### src/rtl/data_memory_arbiter.sv
// Round-robin arbiter sharing one single-port data_memory between the CPU
// load/store path (port 0) and the program/data loader (port 1).
module data_memory_arbiter #(
  parameter int ADDR_W = 8,
  parameter int DATA_W = 8
) (
  input  logic              clk,
  input  logic              rst_n,
  input  logic              req0,
  input  logic              we0,
  input  logic [ADDR_W-1:0] addr0,
  input  logic [DATA_W-1:0] wdata0,
  output logic              ack0,
  output logic [DATA_W-1:0] rdata0,
  input  logic              req1,
  input  logic              we1,
  input  logic [ADDR_W-1:0] addr1,
  input  logic [DATA_W-1:0] wdata1,
  output logic              ack1,
  output logic [DATA_W-1:0] rdata1,
  output logic              mem_write_enable,
  output logic [ADDR_W-1:0] mem_address,
  output logic [DATA_W-1:0] mem_data_in,
  input  logic [DATA_W-1:0] mem_data_out
);

  typedef enum logic [1:0] {IDLE, ACCESS, DONE} state_t;

  state_t            r_state;
  state_t            w_next;
  logic              r_grant;
  logic              r_last;
  logic              r_we;
  logic [ADDR_W-1:0] r_addr;
  logic [DATA_W-1:0] r_wdata;
  logic [DATA_W-1:0] r_rdata0;
  logic [DATA_W-1:0] r_rdata1;
  logic              w_any_req;
  logic              w_grant_sel;

  always_ff @(posedge clk or negedge rst_n) begin
    if (!rst_n) r_state <= IDLE;
    else        r_state <= w_next;
  end

  // On contention the port that did not win last time gets the grant.
  always_comb begin
    w_any_req   = req0 | req1;
    w_grant_sel = 1'b0;
    if (req0 && req1) w_grant_sel = ~r_last;
    else if (req1)    w_grant_sel = 1'b1;
    w_next = r_state;
    case (r_state)
      IDLE:    if (w_any_req) w_next = ACCESS;
      ACCESS:  w_next = DONE;
      DONE:    w_next = IDLE;
      default: w_next = IDLE;
    endcase
  end

  // The granted request is latched, so the memory keeps seeing the last
  // granted address/data outside ACCESS and a dropped req cannot corrupt it.
  always_ff @(posedge clk or negedge rst_n) begin
    if (!rst_n) begin
      r_grant  <= 1'b0;
      r_last   <= 1'b1;
      r_we     <= 1'b0;
      r_addr   <= '0;
      r_wdata  <= '0;
      r_rdata0 <= '0;
      r_rdata1 <= '0;
    end else begin
      if (r_state == IDLE && w_any_req) begin
        r_grant <= w_grant_sel;
        r_last  <= w_grant_sel;
        r_we    <= w_grant_sel ? we1 : we0;
        r_addr  <= w_grant_sel ? addr1 : addr0;
        r_wdata <= w_grant_sel ? wdata1 : wdata0;
      end
      if (r_state == ACCESS) begin
        if (r_grant) r_rdata1 <= mem_data_out;
        else         r_rdata0 <= mem_data_out;
      end
    end
  end

  assign mem_write_enable = (r_state == ACCESS) && r_we;
  assign mem_address      = r_addr;
  assign mem_data_in      = r_wdata;
  assign ack0             = (r_state == DONE) && !r_grant;
  assign ack1             = (r_state == DONE) && r_grant;
  assign rdata0           = r_rdata0;
  assign rdata1           = r_rdata1;

endmodule
### config.mk
export PLATFORM = sky130hd
export DESIGN_NAME = data_memory_arbiter
export DESIGN_NICKNAME = d
export VERILOG_FILES = /design/src/rtl/data_memory_arbiter.sv
export SDC_FILE = /design/constraint.sdc
export NUM_CORES = 1
export LEC_CHECK = 0
export CORE_MARGIN = 5
export CORE_UTILIZATION = 35
export DETAILED_ROUTE_END_ITERATION = 12
export DONT_BUFFER_PORTS = 1
export GPL_ROUTABILITY_DRIVEN = 0
export PLACE_DENSITY = 0.53
export SYNTH_ARGS = -nofsm -noshare
export SYNTH_HDL_FRONTEND = slang
export SYNTH_SLANG_ARGS = --single-unit
### constraint.sdc
create_clock -name clk -period 2.5 [get_ports clk]
set_input_delay 0.5 -clock clk [delete_from_list [all_inputs] [get_ports clk]]
set_output_delay 0.5 -clock clk [all_outputs]
set_load 0.02 [all_outputs]
==> out/summary.txt, run 1 <==
Clk_skew: 0.00459 ns
Cts hold-fix bufs: 1
Die area: 6290 µm²
Synthesized Nets: 151
Top post-synthesis cells by area: dfrtp_1, mux2_2, mux2_4, dfstp_2, buf_12
Synth Area in Compound Gates: 0.596%
Post-CTS setup buffer count: 0
# H-tree levels: 2
Initial antenna violation count: 0
Tmin final: 1.89 ns
Initial Util: 35.8%
Post-CTS Resized: 0
Hold WS: 0.0479 ns
Startpoint Class: flip-flop
Post-synthesis sequential area ratio: 55.2%
TritonCTS clock tree: built
Drt wl/cell: 20.6 µm
RSZ-0062 raised after global routing: false
Total negative slack: 0 ns
Setup WS post-layout: 0.613 ns
Critical Path Sink Type: flip-flop
CP most frequent cell: mux2_4
Relative slew margins: 48.1%
Hold Crit Class: in -> async
Pin count of the biggest net entering global routing: 37
Via density: 5.32
Die width: 79.3 µm
Simple-Gate Fraction of Synth Area: 2.76%
I/O pins: 81
Std-Cell Rows: 25
Maximum clock rate: 0.530 GHz
Die Y: 79.3 µm
Adder-cell share of the synthesized area: 0%
Leading area contributor after synthesis: dfrtp_1
Vias in the first global route: 1018
CP max FO: 12
Max Root-Sink Buffers: 2
Final Setup Violations: 0
Slowest stage delay, CP: 0.53 ns
Nets: 158
Static Leak: 0.814 nW
Post-layout util: 39.2%
Count of input and output buffers: 0
Syn avg cell area: 16.0 µm²
Ant. Diodes: 0
Final ANT Viol Nets: 0
Ordered cell list for the critical path: a21bo_1 -> buf_4 -> mux2_4 -> mux2_4
Final Hold Viols: 0
Area grow syn2layout: 9.46%
Total track usage: 11.3%
Worst endpoint required time: 2.67 ns
R2R Path End: mem_address[6]
PwrDens: 1420 nW/µm²
Yosys reg bits: 37
Core footprint: 4690 µm²
Routed via count: 888
Worst r2r src: r_last
Pre-CTS WS: 0.554 ns
Reg2reg path depth: 4
Status: finished, final reports clean
Max Slew Vio Count: 0
Synth warnings: 0
Drt first pass iters: 3
Worst VDD drop: 0.440 mV
Mux cell area share after synthesis: 38.3%
Final wirelength: 3440 µm
Final Cycle Share: 75.5%
CP Class: reg -> reg
Initial DRC Count: 24
Setup slack, reg-to-reg: 0.61 ns
CTS buffer count: 5
Cell Area, Synth: 1680 µm²
Clk_lat worst skew: 0.28 ns
Largest family of logic cells by synthesized area: multiplexers
CTS sink count: 37
Worst slew pin tran: 0.778 ns
Total power: 2.61 mW
CP arrival: 2.06 ns
Layout cells sized above 1: 56.6%
Max-Cap Viols: 0
Cell with the largest stage delay on the worst path: dfstp_2
Hpwl dp: 2530 µm
XOR/XNOR Fraction of Synth Area: 0%
Synth top area share: 53.6%
Post-synthesis cell type count: 16
DR DRC count: 0
Gate Count Post-Synth: 105
Total gr overflow: 0
Register clock-pin slew on the reported worst setup and hold paths: 0.07 ns
Wire length of the first global-routing pass: 5350 µm
Clk root buf: clkbuf_8
[how the worst max path moves through the flow]
stage                     endpoint   start  slack (ns)  cells past startpoint
floorplan           mem_address[0]    req1        0.88                      5
global placement    mem_address[4]    req1        0.62                      4
detailed placement  mem_address[6]    req1        0.55                      4
CTS                 mem_address[6]  r_last        0.59                      4
global route        mem_address[6]  r_last        0.52                      4
finish              mem_address[6]  r_last        0.61                      4
[per-stage QoR]
stage          cell area (µm²)  cells
6_report                  1840    167
5_1_grt                   1840    167
4_1_cts                   1840    167
3_5_place_dp              1740    158
3_3_place_gp              1740    158
2_1_floorplan             1680    105
[critical path, delay by kind of cell, from the launching register on]
family          cells  cell delay [ns]
buf+inv             1             0.29
flops               1             0.53
compound gates      1             0.38
mux                 2             0.57
[metal layers]
metal / part of all wire, % / vias up / global-route usage, %
met3: 11 / 6 / 6.46
met4: 1.3 / 0 / 4.12
met5: 0 / - / 0
li1: - / 380 / -
met1: 38 / 459 / 12.5
met2: 50 / 43 / 18.0
[power by group]
part,total (mW),internal [mW],switching (mW)
sequential,1.47,0.914,0.552
combinational,0.755,0.472,0.284
clock,0.392,0.193,0.199
total,2.61,1.58,1.04
[Yosys cell counts]
master   instances
mux2_4          16
buf_12           1
and2_1           2
mux2i_1          2
nor2_1           1
nor3b_1          2
mux2_2          34
inv_1            2
dfrtp_1         36
dfstp_2          1
buf_6            1
nor3_1           1
buf_2            3
nor2b_1          1
a21bo_1          1
nand2_1          1
[cell families after synthesis]
logic type / count (synthesis)
AOI/OAI and AO/OA: 1
DFF: 37
and+or+nand+nor: 8
muxes: 52
buffers and inverters: 7
[sequential cells by signal (all words and copies together) (netlist names)]
signal and count:
r_grant 1, r_we 1, mem_address 8, r_last 1, rdata0 8, r_state 2
mem_data_in 8, rdata1 8
[cell type report]
class / instances / area (µm²)
Clock inverter: 2 / 10.0
Clock buffer: 6 / 72.6
Timing Repair Buffer: 5 / 50.0
Multi-Input combinational cell: 61 / 704
Tap cell: 54 / 67.6
Sequential cell: 37 / 927
Fill cell: 453 / 2850
Inverter: 2 / 7.51
[cell usage in the layout, fill, tap and decap left out, types with 2 or more instances in the layout]
master / instances
and2_1: 2
buf_4: 4
clkbuf_8: 5
clkinv_2: 2
dfrtp_1: 36
inv_1: 2
mux2_2: 34
mux2_4: 16
mux2i_1: 2
nor3b_1: 2
Note: power is estimated with default switching activity, not from simulation.
==> run 2: changes to the inputs <==
- clock period: 2.5 -> 1.75 ns (I/O delays scaled with it)
==> run 2 against run 1 <==
Final area is 2.2% higher. First-iteration DRC count fell by 25%. Power increased by 44%. Critical endpoint is now mem_write_enable. Largest cell class unchanged. Worst hold slack better by 0.17 ns. Flip-flop and latch count is the same.
==> out/summary.txt, run 2 (synthesized netlist as in run 1, its figures left out) <==
CP Class: reg -> out (was reg -> reg)
Pin count of the biggest net entering global routing: 38 (was 37)
CP arrival: 1.24 ns (was 2.06 ns)
Hold path depth: 1
Drt wl/cell: 20.0 µm (was 20.6 µm)
Clock power share: 15.1% (was 15.0%)
Critical Path Sink Type: output pin (was flip-flop)
CTS buffer count: 5 (unchanged)
Register clock-pin slew on the reported worst setup and hold paths: 0.08 ns (was 0.07 ns)
DR DRC count: 0 (unchanged)
R2R Path End: mem_address[5] (was mem_address[6])
Part of the power in registers: 55.6% (was 56.1%)
Layout cells sized above 1: 57.8% (was 56.6%)
Drt first pass iters: 3 (unchanged)
Total gr overflow: 0 (unchanged)
Initial DRC Count: 18 (was 24)
Vias in the first global route: 998 (was 1018)
Final Cycle Share: 90.8%
Setup slack, reg-to-reg: 0.18 ns (was 0.61 ns)
Met3 WL: 397 µm (was 369 µm)
Met2 WL: 1710 µm (was 1730 µm)
Post-layout util: 40.1% (was 39.2%)
Max-Cap Viols: 0 (unchanged)
Area grow syn2layout: 11.9% (was 9.46%)
Sw Pwr: 1.49 mW (was 1.04 mW)
Max Slew Vio Count: 0 (unchanged)
CP max FO: 4 (was 12)
Tmin final: 1.59 ns
Count of input and output buffers: 0 (unchanged)
Clk_skew: 0.00553 ns (was 0.00459 ns)
Final wirelength: 3400 µm (was 3440 µm)
Total track usage: 11.2% (was 11.3%)
Most common cell after layout, fill and taps aside: dfrtp_1 (unchanged)
Status: finished, final reports clean (unchanged)
Via density: 5.24 (was 5.32)
Net Sw Frac: 39.6% (about the same)
Relative slew margins: 74.4% (was 48.1%)
CTS sink count: 37 (unchanged)
Total power: 3.77 mW (was 2.61 mW)
Worst VDD drop: 0.716 mV (was 0.440 mV)
# H-tree levels: 2 (unchanged)
Worst endpoint required time: 1.40 ns (was 2.67 ns)
Hpwl dp: 2580 µm (was 2530 µm)
Die Y: 79.3 µm (unchanged)
Total negative slack: 0 ns (unchanged)
Initial Util: 35.8% (unchanged)
Reg2reg path depth: 4 (unchanged)
I/O pins: 81 (unchanged)
Most frequent cells in the layout: dfrtp_1, mux2_2, mux2_4 (unchanged)
TritonCTS clock tree: built (unchanged)
Max Root-Sink Buffers: 2 (unchanged)
Clk root buf: clkbuf_8 (unchanged)
Slowest stage delay, CP: 0.40 ns (was 0.53 ns)
PwrDens: 2010 nW/µm² (was 1420 nW/µm²)
Static Leak: 0.832 nW (was 0.814 nW)
Hold Crit Class: in -> reg (was in -> async)
Initial antenna violation count: 0 (unchanged)
Cell with the largest stage delay on the worst path: dfrtp_1 (was dfstp_2)
Die area: 6290 µm² (unchanged)
Highest routed layer: met4 (unchanged)
Core footprint: 4690 µm² (unchanged)
Metal-1 WL: 1260 µm (was 1300 µm)
Logic pwr share: 29.3% (was 28.9%)
Final ANT Viol Nets: 0 (unchanged)
Maximum clock rate: 0.629 GHz
Ant. Diodes: 0 (unchanged)
Startpoint Class: flip-flop (unchanged)
Hold endpoint: rdata0[3]
Std-Cell Rows: 25 (unchanged)
Worst r2r src: r_last (unchanged)
RSZ-0062 raised after global routing: false (unchanged)
Final Hold Viols: 0 (unchanged)
Nets: 161 (was 158)
Post-CTS setup buffer count: 0 (unchanged)
Ordered cell list for the critical path: nor2b_1 -> and2_1 (was a21bo_1 -> buf_4 -> mux2_4 -> mux2_4)
Final Setup Violations: 0 (unchanged)
Routed via count: 890 (was 888)
Internal Pwr Total: 2.28 mW (was 1.58 mW)
Clk_lat worst skew: 0.28 ns (about the same)
Worst slew pin tran: 0.383 ns (was 0.778 ns)
Hold path startpoint: mem_data_out[3]
Die width: 79.3 µm (unchanged)
Wire length of the first global-routing pass: 5350 µm (about the same)
## run 2: final cells by class
class / instances / area [µm²]
multi-input cells: 61 / 704
repair buffers: 8 / 87.6
clock buffers: 5 / 68.8
inverters: 2 / 7.51
fillers: 454 / 2810
clock inverters: 3 / 17.5
well taps: 54 / 67.6
flip-flops and latches: 37 / 927
## run 2: layer usage
layer	up-vias	track usage, %
li1	389	-
met1	454	12.3
met2	43	18.1
met3	4	6.46
met4	0	4.12
met5	-	0
## run 2: critical path, delay by kind of cell, from the launching register on
family        cells  cell delay [ns]
simple gates      2             0.56
flops             1             0.40
## run 2: metrics by stage
step	instance area, µm²	hold slack [ns]	cells	worst slack (ns)
after floorplan	1680	0.0544	105	0.202
after global placement	1760	0.0555	160	0.201
after detailed placement	1760	0.0554	160	0.182
after CTS	1880	0.201	170	0.126
after global routing	1880	0.193	170	0.0354
final	1880	0.215	170	0.161
## run 2: power by group through the flow
stage	clock [mW]	sequential [mW]	combinational, mW
floorplan	0	2.00	0.948
CTS	0.601	2.11	1.14
detailed placement	0	2.13	1.11
global route	0.637	2.15	1.22
global placement	0	2.11	1.06
finish	0.569	2.10	1.11
## run 2: what timing repair did
action	in CTS	in global routing
endpoints found under the hold margin	37	0
resized for setup	0	0
hold buffers	2	0
## run 2: worst max path at each step
stage / startpoint / end / slack, ns / depth (start not counted)
after detailed placement: r_state[0] / rdata0[6] / 0.18 / 3
after global routing: r_state[0] / mem_write_enable / 0.04 / 2
final: r_state[0] / mem_write_enable / 0.16 / 2
after CTS: r_state[0] / mem_write_enable / 0.13 / 2
after global placement: r_last / r_we / 0.20 / 4
after floorplan: r_last / mem_address[0] / 0.20 / 5
==> run 3: changes to the inputs <==
- CAP_MARGIN: unset -> 20
==> results of run 3 <==
Same layout as run 2: the final DEF is identical, and so are final timing and power.
==> edit 1, RTL diff (config.mk and constraints of run 2) <==
Change the parameter `ADDR_W` from 8 to 10.
--- a/src/rtl/data_memory_arbiter.sv
+++ b/src/rtl/data_memory_arbiter.sv
@@ -1,7 +1,7 @@
 // Round-robin arbiter sharing one single-port data_memory between the CPU
 // load/store path (port 0) and the program/data loader (port 1).
 module data_memory_arbiter #(
-  parameter int ADDR_W = 8,
+  parameter int ADDR_W = 10,
   parameter int DATA_W = 8
 ) (
   input  logic              clk,
Ports: changed (resized addr0, addr1 and mem_address); port bits go from 81 to 87. No check against the original RTL was run, so the function may have changed too.
==> edit 1 against run 2 <==
  * Combinational power increased by 4%
  * Via count up 5.2%
  * Sequential share of layout area is 1.3 points lower
  * Wire length up 2.1%
  * Sequential cell count increased by 2
  * Synthesized area increased by 6.0%
  * Worst setup slack lost 25 ps
  * Hold slack got worse by 98 ps
  * Non-clock buffer count unchanged
  * Power is 8.7% higher
  * Final area grew 8.3%
  * Count of clock-buffer cells in the layout is the same
  * Highest routed layer unchanged
==> edit 1: results <==
placed_design:
  io_buffers: 0
  hpwlAfterDp_mm: 2.70
routing:
  wl_per_cell_um: 18.0
  drt_iter0_markers: 37
  via_per_inst: 4.85
  dr.pass1.iters: 3
final_layout:
  drive_gt1_frac: 0.585
  fill_cells: 503
  largest_reg_flops: 10
  nets: 172
  antenna_cells: 0
synthesis:
  yosys_most_used_dff: "dfrtp_1"
  yosys_warnings: 0
  yosysUniqueCellTypes: 20
  synth_compound_area_frac: 0.0190
  synth-xor-area-share: 0
  synthAdderAreaFrac: 0
  synth.area.top_cells: "dfrtp_1 (53%), mux2_2 (22%), mux2_4 (16%)"
  synth-async-reset-ratio: 1.00
  syn-num-nets: 162
  synth_common_cells: "dfrtp_1 (38), mux2_2 (35), mux2_4 (19), buf_2 (3), buf_6 (2)"
  yosysSeqAreaShare: 0.548
  muxShareOfSynthArea: 0.381
worst_setup_path:
  crit_family: "multiplexers"
  slowest_stage: "dfstp_2"
  crit_fanout: 8
  cp.arrival_ps: 1780
  cpPeakStageDelay_ps: 550
global_routing:
  track_usage: 0.110
  grt_pass1_vias: 1054
  antenna_found_initial: 0
  grt_start_max_net_pins: 40
  grt_pass1_wl_mm: 5.29
clock_network:
  cts_max_path_buffers: 2
  clockRootBuffer: "clkbuf_8"
  clk_pin_slew_worst_paths_ps: 80
  cts_inserted_buffers: 5
  htree_levels: 2
  cts_setup_buffers: 0
timing:
  tightestPinTransition_ps: 376
  finalClockSkew_ps: 10.1
power_and_ir_drop:
  ir_drop_v: 0.000574
  p_sw_mw: 1.58
  p_leak_nw: 0.916
outcome:
  status: "finished, final reports clean"
## edit 1: timing repair
item,CTS,global route
hold buffers,2,0
resized for setup,0,0
endpoints found under the setup margin,0,0
hold endpoints to repair,39,0
## edit 1: final cells by class
| cell class | instances | share of cell area |
|---|---|---|
| inverter | 1 | 0.00184 |
| clock inverter | 3 | 0.0215 |
| sequential | 39 | 0.480 |
| clock buffer | 5 | 0.0338 |
| timing repair buffer | 8 | 0.0430 |
| multi-input combinational | 67 | 0.377 |
| tap | 70 | 0.0430 |
## edit 1: per-stage QoR
stage | cells | setup slack [ps] | cell area [um2] | power (mW) | utilization
after global routing | 193 | 92.0 | 2040 | 4.35 | 0.406
after detailed placement | 183 | 145 | 1890 | 3.42 | 0.378
after floorplan | 112 | 254 | 1780 | 3.10 | -
final | 193 | 137 | 2040 | 4.10 | 0.406
after CTS | 193 | 119 | 2040 | 4.18 | 0.406
after global placement | 183 | 175 | 1890 | 3.34 | 0.378
## edit 1: worst register-to-register path, cell delays in order, from the launching register on
cell     delay, ps
dfstp_2        550
a21bo_1        170
buf_4          210
mux2_4         310
mux2_2         260
## edit 1: power groups by stage
stage,clock (mW),sequential [mW],combinational [mW]
after detailed placement,0,2.26,1.16
after global routing,0.789,2.29,1.27
after CTS,0.757,2.24,1.18
after global placement,0,2.23,1.11
final,0.733,2.22,1.15
after floorplan,0,2.13,0.971
## edit 1: per-layer routing
metal  vias up  global-route usage  part of all wire
met4         0              0.0355             0.013
met5         -                   0                 0
li1        417                   -                 -
met1       462               0.113              0.33
met3         5              0.0710              0.12
met2        52               0.181              0.54
## edit 1: worst paths after layout
path	startpoint	to	slack [ps]	depth (start not counted)
min reg2reg	r_we	r_we	500	1
max	r_last	mem_address[6]	140	4
max reg2reg	r_last	mem_address[6]	140	4
max in group asynchronous	rst_n	r_last	960	2
min	req0	r_last	120	1
min in group asynchronous	rst_n	mem_address[8]	540	2
## edit 1: logic make-up after synthesis
group	count (synthesis)
buffers and inverters	6
multiplexers	54
flip-flops	39
AND/OR/NAND/NOR	8
AO/OA/AOI/OAI	5
==> edit 2, RTL diff (settings of run 2) <==
Made on the original files. Re-encode `state_t` (3 states) as one-hot, 3 bits wide.
--- a/src/rtl/data_memory_arbiter.sv
+++ b/src/rtl/data_memory_arbiter.sv
@@ -24,7 +24,7 @@
   input  logic [DATA_W-1:0] mem_data_out
 );
 
-  typedef enum logic [1:0] {IDLE, ACCESS, DONE} state_t;
+  typedef enum logic [2:0] {IDLE = 3'b001, ACCESS = 3'b010, DONE = 3'b100} state_t;
 
   state_t            r_state;
   state_t            w_next;
Function: same outputs for any inputs over 10 cycles, from zero or initial values and one cycle with rst_n low; not proved beyond that.
==> edit 2 against run 2 <==
  * Sequential share of layout area rose by 2.6 points
  * Worst setup slack worse by 60 ps
  * Synthesized area is 1.7% lower
  * Power is 0.87% higher
  * Sequential cell count increased by 1
  * Cell count increased by 3.5%
  * Synthesized cell count grew 10%
  * Final area down 2.3%
  * Clock power rose by 4.4%
  * Wire length is 15% higher
  * Largest cell class unchanged
==> edit 2: results <==
placed_design:
  dp.cells: 166
  placed_cell_area_mm2: 0.00171
  place_ws_ps: -52.7
  hpwlAfterDp_mm: 2.84
final_layout:
  finalNonFillerCells: 176
  fill_cells: 446
  antenna_cells: 0
  drive_gt1_frac: 0.230
timing:
  fin_hold_ws_ps: 124
  slew_violations: 0
  fin_ws_ps: 101
  finalClockSkew_ps: 7.43
  tightestPinTransition_ps: 716
worst_setup_path:
  cp.arrival_ps: 1300
  cpPeakStageDelay_ps: 580
  r2r_cells: 3
routing:
  met1Wirelength_mm: 1.44
  via_per_inst: 6.17
  dr.pass1.iters: 4
  wl_per_cell_um: 22.2
  route.met3.wl_um: 378
  drt_iter0_markers: 24
  dr_wl_met2_mm: 2.04
power_and_ir_drop:
  swShare: 0.411
  seq_power_share: 0.555
  p_leak_nw: 0.729
  clk-power_uw: 594
  ir_drop_v: 0.000664
global_routing:
  met3_usage: 0.0601
  track_usage: 0.133
  grt.met2_usage: 0.229
  grt_start_max_net_pins: 39
  grt_pass1_wl_mm: 6.28
synthesis:
  syn-num-nets: 162
  synth_compound_area_frac: 0.220
  synth_common_cells: "dfrtp_1 (36), o32ai_1 (17), mux2_1 (16), a2bb2oi_1 (14), buf_2 (5)"
  avgSynthCellArea_um2: 14.2
  yosysSeqAreaShare: 0.577
  muxShareOfSynthArea: 0.109
outcome:
  status: "finished, final reports clean"
==> edit 2: cell count changes after synthesis, moves of 2 or more <==
| cell | before | now |
|---|---|---|
| a2bb2oi_1 | 0 | 14 |
| a2bb2oi_2 | 0 | 3 |
| buf_2 | 3 | 5 |
| buf_4 | 0 | 3 |
| clkbuf_1 | 0 | 2 |
| inv_1 | 2 | 0 |
| mux2_1 | 0 | 16 |
| mux2_2 | 34 | 0 |
| mux2_4 | 16 | 0 |
| mux2i_1 | 2 | 0 |
| nor3b_1 | 2 | 0 |
| o32ai_1 | 0 | 17 |
==> edit 2: path summary, 6_finish.rpt <==
path                            startpoint          endpoint
worst max-delay path            r_state[0]  mem_write_enable
worst min-delay path                  req0            r_last
worst min register to register        r_we              r_we
min in group asynchronous            rst_n        r_state[1]
worst max register to register  r_state[2]         rdata1[6]
max in group asynchronous            rst_n            r_last
==> edit 2: worst max-delay path: cells and delay by family, from the launching register on <==
family	cells	cell delay, ps
simple gates	2	290
flops	1	580
buf+inv	1	140
==> edit 2: kinds of logic after synthesis <==
kind of cell,after synthesis
buffers and inverters,12
flip-flops,38
AO/OA/AOI/OAI,40
AND/OR/NAND/NOR,10
multiplexers,16
==> edit 2: what timing repair did <==
action,in CTS,in global routing
endpoints found under the setup margin,14,1
hold buffers,2,0
gates cloned,0,0
gates resized for setup,1,3
hold endpoints to repair,38,0
pin swaps,0,0
==> edit 2: cell type report <==
cell class	count	area, um2	share of cell area
repair buffers	9	82.6	0.0449
well taps	54	67.6	0.0368
multi-input cells	66	638	0.347
clock inverters	1	5.00	0.00272
flip-flops and latches	38	955	0.519
inverters	1	3.75	0.00204
clock buffers	7	86.3	0.0470
